===== src/rtl/pmem_prefetch_arbiter_pkg.sv =====
// Shared types and address helpers for the physical-memory prefetch arbiter.
package pmem_arb_pkg;

    localparam int ADDR_W      = 32;
    localparam int LINE_W      = 256;
    localparam int OFFSET_W    = 5;
    localparam int PAGE_W      = 12;
    localparam int PF_DISTANCE = 1;

    typedef enum logic [1:0] {
        ST_IDLE     = 2'd0,
        ST_DEMAND   = 2'd1,
        ST_PF_FETCH = 2'd2
    } arb_state_t;

    // Clear the byte-offset bits so the result names a whole cacheline.
    function automatic logic [ADDR_W-1:0] line_addr(input logic [ADDR_W-1:0] addr,
                                                    input int offset_w);
        return addr & ~((ADDR_W'(1) << offset_w) - ADDR_W'(1));
    endfunction

    // True when the two addresses sit in different 2^page_w pages.
    function automatic logic crosses_page(input logic [ADDR_W-1:0] a,
                                          input logic [ADDR_W-1:0] b,
                                          input int page_w);
        return ((a ^ b) >> page_w) != '0;
    endfunction

endpackage


===== src/rtl/pmem_prefetch_arbiter_pf_line_buffer.sv =====
// One-line prefetch buffer. A single address register holds the prefetch
// target while pending and the buffered line address once valid; the two
// flags are never set together, so one register and one comparator suffice.
module pf_line_buffer
    import pmem_arb_pkg::*;
#(
    parameter int AW = 32,
    parameter int LW = 256,
    parameter int OW = 5
) (
    input  logic          clk,
    input  logic          rst,
    input  logic          sched_i,
    input  logic [AW-1:0] sched_addr_i,
    input  logic          fill_i,
    input  logic [LW-1:0] fill_data_i,
    input  logic          clear_pending_i,
    input  logic          clear_valid_i,
    input  logic [AW-1:0] lookup_addr_i,
    output logic          pending_o,
    output logic          valid_o,
    output logic [AW-1:0] addr_o,
    output logic [LW-1:0] data_o,
    output logic          match_o
);

    logic          pending_q, pending_d;
    logic          valid_q, valid_d;
    logic [AW-1:0] addr_q, addr_d;
    logic [LW-1:0] data_q, data_d;

    // Next-state for the flags, address and data registers.
    always_comb begin
        pending_d = pending_q;
        valid_d   = valid_q;
        addr_d    = addr_q;
        data_d    = data_q;
        if (sched_i) begin
            pending_d = 1'b1;
            addr_d    = sched_addr_i;
        end
        if (fill_i) begin
            pending_d = 1'b0;
            valid_d   = 1'b1;
            data_d    = fill_data_i;
        end
        if (clear_pending_i) pending_d = 1'b0;
        if (clear_valid_i)   valid_d   = 1'b0;
    end

    // Buffer state registers; reset abandons any scheduled or held line.
    always_ff @(posedge clk or posedge rst) begin
        if (rst) begin
            pending_q <= 1'b0;
            valid_q   <= 1'b0;
            addr_q    <= '0;
            data_q    <= '0;
        end else begin
            pending_q <= pending_d;
            valid_q   <= valid_d;
            addr_q    <= addr_d;
            data_q    <= data_d;
        end
    end

    assign pending_o = pending_q;
    assign valid_o   = valid_q;
    assign addr_o    = addr_q;
    assign data_o    = data_q;
    assign match_o   = (line_addr(lookup_addr_i, OW) == addr_q);

endmodule


===== src/rtl/pmem_prefetch_arbiter.sv =====
// Physical-memory port owner: forwards demand traffic, runs next-line
// prefetches into a one-line buffer and serves buffer hits without the adapter.
module pmem_prefetch_arbiter
    import pmem_arb_pkg::*;
#(
    parameter int ADDR_W      = 32,
    parameter int LINE_W      = 256,
    parameter int OFFSET_W    = 5,
    parameter int PAGE_W      = 12,
    parameter int PF_DISTANCE = 1
) (
    input  logic              clk,
    input  logic              rst,
    input  logic              cache_pmem_read,
    input  logic              cache_pmem_write,
    input  logic [ADDR_W-1:0] cache_pmem_addr,
    input  logic [LINE_W-1:0] cache_pmem_wdata,
    output logic              cache_pmem_resp,
    output logic [LINE_W-1:0] cache_pmem_rdata,
    input  logic              prefetch_start,
    output logic              prefetch_ready,
    input  logic              pf_consume,
    output logic [ADDR_W-1:0] pf_addr,
    output logic [LINE_W-1:0] pf_data,
    output logic              adapter_read,
    output logic              adapter_write,
    output logic [ADDR_W-1:0] adapter_addr,
    output logic [LINE_W-1:0] adapter_wdata,
    input  logic              adapter_resp,
    input  logic [LINE_W-1:0] adapter_rdata
);

    arb_state_t        state_q, state_d;
    logic              hit_q, hit_d;

    logic              buf_pending, buf_valid, buf_match;
    logic [ADDR_W-1:0] buf_addr;
    logic [LINE_W-1:0] buf_data;
    logic              sched, fill, clr_pending, clr_valid;
    logic [ADDR_W-1:0] pf_target;
    logic              pf_crosses;

    assign pf_target  = line_addr(cache_pmem_addr, OFFSET_W) + (ADDR_W'(PF_DISTANCE) << OFFSET_W);
    assign pf_crosses = crosses_page(pf_target, cache_pmem_addr, PAGE_W);

    pf_line_buffer #(
        .AW (ADDR_W),
        .LW (LINE_W),
        .OW (OFFSET_W)
    ) u_buf (
        .clk             (clk),
        .rst             (rst),
        .sched_i         (sched),
        .sched_addr_i    (pf_target),
        .fill_i          (fill),
        .fill_data_i     (adapter_rdata),
        .clear_pending_i (clr_pending),
        .clear_valid_i   (clr_valid),
        .lookup_addr_i   (cache_pmem_addr),
        .pending_o       (buf_pending),
        .valid_o         (buf_valid),
        .addr_o          (buf_addr),
        .data_o          (buf_data),
        .match_o         (buf_match)
    );

    // Arbitration FSM, hazard resolution at grant, and port muxing.
    always_comb begin
        state_d          = state_q;
        hit_d            = 1'b0;
        sched            = 1'b0;
        fill             = 1'b0;
        clr_pending      = 1'b0;
        clr_valid        = pf_consume;
        cache_pmem_resp  = 1'b0;
        cache_pmem_rdata = '0;
        adapter_read     = 1'b0;
        adapter_write    = 1'b0;
        adapter_addr     = '0;
        adapter_wdata    = '0;
        case (state_q)
            ST_IDLE: begin
                if (hit_q) begin
                    // Buffer hit answered from the held line; the request
                    // is still up this cycle and must not be re-granted.
                    cache_pmem_resp  = 1'b1;
                    cache_pmem_rdata = buf_data;
                end else if (cache_pmem_write) begin
                    // A writeback makes any prefetched copy of that line stale.
                    if (buf_match && (buf_pending || buf_valid)) begin
                        clr_pending = 1'b1;
                        clr_valid   = 1'b1;
                    end
                    state_d = ST_DEMAND;
                end else if (cache_pmem_read) begin
                    if (buf_match && buf_pending) begin
                        clr_pending = 1'b1;
                        state_d     = ST_DEMAND;
                    end else if (buf_match && buf_valid && !pf_consume) begin
                        clr_valid = 1'b1;
                        hit_d     = 1'b1;
                    end else begin
                        state_d = ST_DEMAND;
                    end
                end else if (buf_pending) begin
                    state_d = ST_PF_FETCH;
                end
            end
            ST_DEMAND: begin
                adapter_read     = cache_pmem_read;
                adapter_write    = cache_pmem_write;
                adapter_addr     = cache_pmem_addr;
                adapter_wdata    = cache_pmem_wdata;
                cache_pmem_resp  = adapter_resp;
                cache_pmem_rdata = adapter_rdata;
                if (cache_pmem_read && prefetch_start && !buf_pending && !buf_valid && !pf_crosses)
                    sched = 1'b1;
                if (adapter_resp) state_d = ST_IDLE;
            end
            ST_PF_FETCH: begin
                adapter_read = 1'b1;
                adapter_addr = buf_addr;
                if (adapter_resp) begin
                    fill    = 1'b1;
                    state_d = ST_IDLE;
                end
            end
            default: state_d = ST_IDLE;
        endcase
    end

    // FSM state and the one-cycle buffer-hit response flag.
    always_ff @(posedge clk or posedge rst) begin
        if (rst) begin
            state_q <= ST_IDLE;
            hit_q   <= 1'b0;
        end else begin
            state_q <= state_d;
            hit_q   <= hit_d;
        end
    end

    assign prefetch_ready = buf_valid;
    assign pf_addr        = buf_addr;
    assign pf_data        = buf_data;

endmodule


===== config.mk =====
export PLATFORM = sky130hd
export DESIGN_NAME = pmem_prefetch_arbiter
export DESIGN_NICKNAME = d
export VERILOG_FILES = /design/src/rtl/pmem_prefetch_arbiter_pkg.sv /design/src/rtl/pmem_prefetch_arbiter_pf_line_buffer.sv /design/src/rtl/pmem_prefetch_arbiter.sv
export SDC_FILE = /design/constraint.sdc
export NUM_CORES = 1
export LEC_CHECK = 0
export CORE_AREA = 5 5 538 540
export DETAILED_ROUTE_END_ITERATION = 6
export DIE_AREA = 0 0 543 545
export PLACE_DENSITY = 0.3
export SLEW_MARGIN = 0
export SYNTH_ARGS = -nofsm -noshare
export SYNTH_HDL_FRONTEND = slang
export SYNTH_SLANG_ARGS = --single-unit

===== constraint.sdc =====
create_clock -name clk -period 17.65 [get_ports clk]
set_input_delay 2.6475 -clock clk [delete_from_list [all_inputs] [get_ports clk]]
set_output_delay 2.6475 -clock clk [all_outputs]
set_load 0.02 [all_outputs]

# Word level (Yosys, flattened, before mapping)

Cells that the tools add are included.

Output and inout bits: 836
Bits in registers: 293
Input port bits: 551
Word-level logic and storage cells: 78

Add/subtract/negate cells: 1
Muxes and demuxes: 44
Eq/ne operators: 7
Reduce and logical (&&, ||, !) cells: 19
Bitwise gates (word level): 1

Operator list:

| kind                    | count |
|---|---|
| $mux W256               | 2 |
| $pmux W256 S2           | 1 |
| $pmux W32 S2            | 1 |
| $add A32 B6 Y32 const B | 1 |
| $eq A32 B32 Y1          | 1 |
| $reduce_bool A32 Y1     | 1 |
| $xor A32 B32 Y32        | 1 |
| $mux W1                 | 30 |
| $mux W2                 | 7 |
| $logic_and A1 B1 Y1     | 8 |
| $ne A5 B5 Y1 const B    | 1 |
| $logic_not A1 Y1        | 4 |
| $ne A4 B3 Y1 const B    | 1 |
| $pmux W1 S2             | 2 |
| $pmux W2 S2             | 1 |
| $reduce_and A4 Y1       | 1 |
| $reduce_bool A3 Y1      | 1 |
| $eq A2 B1 Y1 const B    | 1 |
| $eq A2 B2 Y1 const B    | 1 |
| $logic_not A2 Y1        | 1 |
| $ne A2 B1 Y1 const B    | 1 |
| $ne A2 B2 Y1 const B    | 1 |
| $reduce_bool A2 Y1      | 1 |
| $reduce_or A2 Y1        | 1 |
| $logic_or A1 B1 Y1      | 1 |

# Depth between registers and ports, before layout

Depth in word-level cells: 10
Gate-level depth with buffers: 9
Gate-level depth less buffers: 7

# Modules after synthesis

From an unflattened synthesis, not the netlist that was laid out.

Cell total of the unflattened synthesis: 1451
Area, all modules: 16450.8 µm²

By module, submodules not included:

| module                | instances | area an instance (µm²) | cells each | seq. area each (µm²) |
|---|---|---|---|---|
| pf_line_buffer        | 1         | 11046.8                | 654        | 7257.0 |
| pmem_prefetch_arbiter | 1         | 5403.9                 | 797        | 75.1 |

# Worst setup path before layout

Ideal clock, no wire load.

Path type: in2out
From: input cache_pmem_addr[10]
To: output adapter_addr[10]
Arrival: 3122 ps
Setup slack: 11881 ps
Data required time: 15002 ps
Path buffers: 1
Stages: 2
Path through: clkbuf_1 > a22o_1

Word-level cells in the longest chain between the ends: 1

RTL lines:

| what               | RTL line                    | source |
|---|---|---|
| start: declaration | pmem_prefetch_arbiter.sv:16 | `input logic [ADDR_W-1:0] cache_pmem_addr,` |
| $pmux W32 S2       | pmem_prefetch_arbiter.sv:81 | `case (state_q)` |
| end: declaration   | pmem_prefetch_arbiter.sv:27 | `output logic [ADDR_W-1:0] adapter_addr,` |

Every way passes these cells.

# Worst setup path after layout

From: register state_q[1]
To: output cache_pmem_rdata[216]

Word-level cells in the longest chain between the ends: 2
Elaborated cells between the ends (all ways): 3
Those cells by class: eq/ne (1); mux (1); reduce/logical (1)

RTL lines:

| what                                                    | RTL line                     | source |
|---|---|---|
| start: declaration                                      | pmem_prefetch_arbiter.sv:33  | `arb_state_t state_q, state_d;` |
| start signal: assignment                                | pmem_prefetch_arbiter.sv:138 | `state_q <= state_d;` |
| $eq A2 B1 Y1 / $logic_not A2 Y1 (equally long branches) | pmem_prefetch_arbiter.sv:81  |  |
| $pmux W256 S2 *                                         | pmem_prefetch_arbiter.sv:81  |  |
| end: declaration                                        | pmem_prefetch_arbiter.sv:19  | `output logic [LINE_W-1:0] cache_pmem_rdata,` |

Mark *: on every way between the ends. The rest lies on a longest branch, timed or not.

==> metrics.csv <==
metric;value;unit
Resize count post-CTS;0;
Worst path depth;6;
vias per inst;2.811;
Fin. Hold Viols;0;
CP max-delay cell;clkdlybuf4s50_1;
min Tclk post-route;7.394;ns
Final #Nets;3264;
WP buf/inv;4;
CTS clk-pin slew, worst paths;0.06;ns
worst slack, placed;10.28;ns
crit end category;output pin;
Core Rows;196;
Congestion Overflow GR;0;
sequential fraction of the synthesis area;45.49;%
Cells after Synth;1388;
routed via count;18360;
HP Class;reg -> reg;
footprint of the multi-input gates;0.008124;mm²
Cell Chain, Critical Path;inv_1, ha_4, buf_12, buf_12, a22o_1, clkdlybuf4s50_1;
Finished Cell Area;0.03583;mm²
TritonCTS clock tree;done;
vias in the first global route;19305;
1st-iter DRT viols;773;
Worst Hold Depth;1;
synthesized area;0.01584;mm²
slack of the critical path;10.26;ns
measured slew at the worst slew-check pin;1.014;ns
# DRC;0;
clk_skew;0.06016;ns
core area;0.2840;mm²
Avg WL per Cell;31.54;µm
I/O pins;1387;
CP max stage delay;1.10;ns
die height;545;µm
TritonCTS buffer count;49;
cell family with most CP delay;buffers and inverters;
Setup TNS;0;ns
FF+latch count, synth;288;
Post-CTS Setup Inserts;0;
first-pass GRT wire length;247900;µm
post-synth top area share;45.49;%
synthesized area per cell;11.41;µm²
reg2reg path depth;8;
worst skew pair latency;0.69;ns
Peak VDD IR;0.0001037;V
Worst EP arrival;4.75;ns
Synth area leaders;dfrtp_1, mux2_2, a22o_1;
Clock Sinks;288;
sequential cell area;0.007207;mm²
Max Cap Viol;0;
PwrDens;191.7;mW/mm²
CTS H-tree lvls;2;
Crit Path Max Fanout;177;
f_max;135.2;MHz
initial antenna violation count;147;
Slew Limit Fails;0;
# port buffers;1381;
Setup CP Type;reg -> out;
initial core utilization;5.579;%
Final ANT Viol Nets;0;
Tot Pwr;6.869;mW
outcome;complete, no violations;
WP data required;15.00;ns
Overall Global Routing Usage;13.20;%
routability congestion estimate;0.8226;
Placed Instance Area;0.03408;mm²
startpoint types;flop;
Hold Buf Count CTS;0;
area leader, netlist;dfrtp_1;
routed wire length;206000;µm
Clock Root Buffer;clkbuf_16;
clock buffer depth;3;
P&R area growth vs syn;126.1;%
DP Wirelength;178000;µm
ratio of cells with drive above 1 in the final layout;13.68;%
most used cell along the critical path;buf_12;
RSZ-0062 raised after global routing;no;
headroom to the max-slew limit;32.43;%
largest net degree at the start of global routing;178;
first-pass iteration count of the detailed router;5;
Final setup viols;0;
fill count;32277;
die area;0.2959;mm²
WHS;0.4531;ns
Yosys cell types;39;
Die Wd;543;µm
Ys Warns;0;
Tcrit/Tclk final;41.89;%
static leakage;12.84;nW
[cells by family (layout without fill, tap and decap cells)]
group	count (synthesis)	count (layout)	synth area share (%)
multiplexers	267	267	18.98
other	1	26	0.02367
AO/OA/AOI/OAI	312	312	16.74
XOR/XNOR	39	39	2.203
flip-flops	288	288	45.49
adder cells (fa/ha/maj)	4	4	0.3159
AND/OR/NAND/NOR	337	337	12.75
buffers and inverters	140	1497	3.491
[metrics by stage]
step	cells	util, %
6_report	6532	12.62
5_1_grt	6522	12.61
4_1_cts	6511	12.60
3_5_place_dp	6420	12.00
3_3_place_gp	6420	12.00
2_1_floorplan	1392	-
[worst register-to-register path, stage by stage (launching register included)]
cell and delay, ns:
dfrtp_1 0.41, inv_1 0.12, ha_4 0.70, buf_12 0.48, nand2_1 0.38, nor3_1 0.26
nand3b_1 0.55, buf_4 0.48, mux2_2 0.32
[per-layer routing]
metal  wire length [µm]  global-route usage (%)  vias up  share of wire [%]
li1                   -                       -     7733                  -
met1              73890                   13.70     9036                 36
met2              93680                   21.45     1243                 45
met3              32190                   9.324      320                 16
met4               6101                   3.485       28                3.0
met5                182                       0        -              0.088
[placed cells by master (no fill, tap or decap), types with 8 or more instances in the layout]
cell             synthesis  layout
clkbuf_8                 0      15
buf_4                    5      15
xnor2_1                  9       9
xor2_1                  29      29
o21ai_0                 16      16
clkdlybuf4s50_1          0    1381
a22o_1                 283     283
dfrtp_1                288     288
nand2_1                 31      30
and2_1                 261     258
clkbuf_16                0      51
mux2_2                 267     267
clkbuf_1               118      13
and3_1                   8       8
diode_2                  0      21
nor2_1                  10      10
nand3_1                  8       8
[path summary, 6_finish.rpt]
| path | slack (ns) | end | from |
|---|---|---|---|
| max | 10.26 | cache_pmem_rdata[216] | state_q[1] |
| min | 0.45 | hit_q | hit_q |
| max reg2reg | 13.84 | u_buf.addr_o[20] | state_q[1] |
| min reg2reg | 0.45 | hit_q | hit_q |
| max in group asynchronous | 13.01 | u_buf.addr_o[21] | rst |
| min in group asynchronous | 2.47 | u_buf.data_o[24] | rst |
[cell usage after synthesis (all sizes together)]
cell type  instances
dfrtp            288
a22o             284
mux2             267
and2             261
clkbuf           118
nand2             31
xor2              30
o21ai             17
buf               16
nor2              10
xnor2              9
and3               8
nand3              8
nor4               7
inv                6
ha                 4
nand4              4
a21o               3
a21oi              3
a31oi              2
or4                2
a211oi             1
a221oi             1
conb               1
nand2b             1
nand3b             1
nand4b             1
nor2b              1
nor3               1
nor4bb             1
o211ai             1
[flip-flops by register name, summed over array words and instances (netlist names)]
| register | count |
|---|---|
| u_buf.data_o | 256 |
| u_buf.addr_o | 27 |
| state_q | 2 |
| hit_q | 1 |
| u_buf.pending_o | 1 |
| u_buf.valid_o | 1 |
[area by class of cell]
cell class | count | area share [%]
diodes | 21 | 0.1467
clock inverters | 12 | 0.4435
multi-input cells | 964 | 22.68
repair buffers | 1400 | 39.12
clock buffers | 79 | 4.275
well taps | 3762 | 13.14
flip-flops and latches | 288 | 20.12
inverters | 6 | 0.08382
[power breakdown]
| part | switching (mW) | total (mW) | internal, mW |
|---|---|---|---|
| sequential | 0.353 | 1.34 | 0.992 |
| combinational | 2.62 | 4.46 | 1.83 |
| clock | 0.434 | 1.07 | 0.635 |
Note: power is estimated with default switching activity, not from simulation.
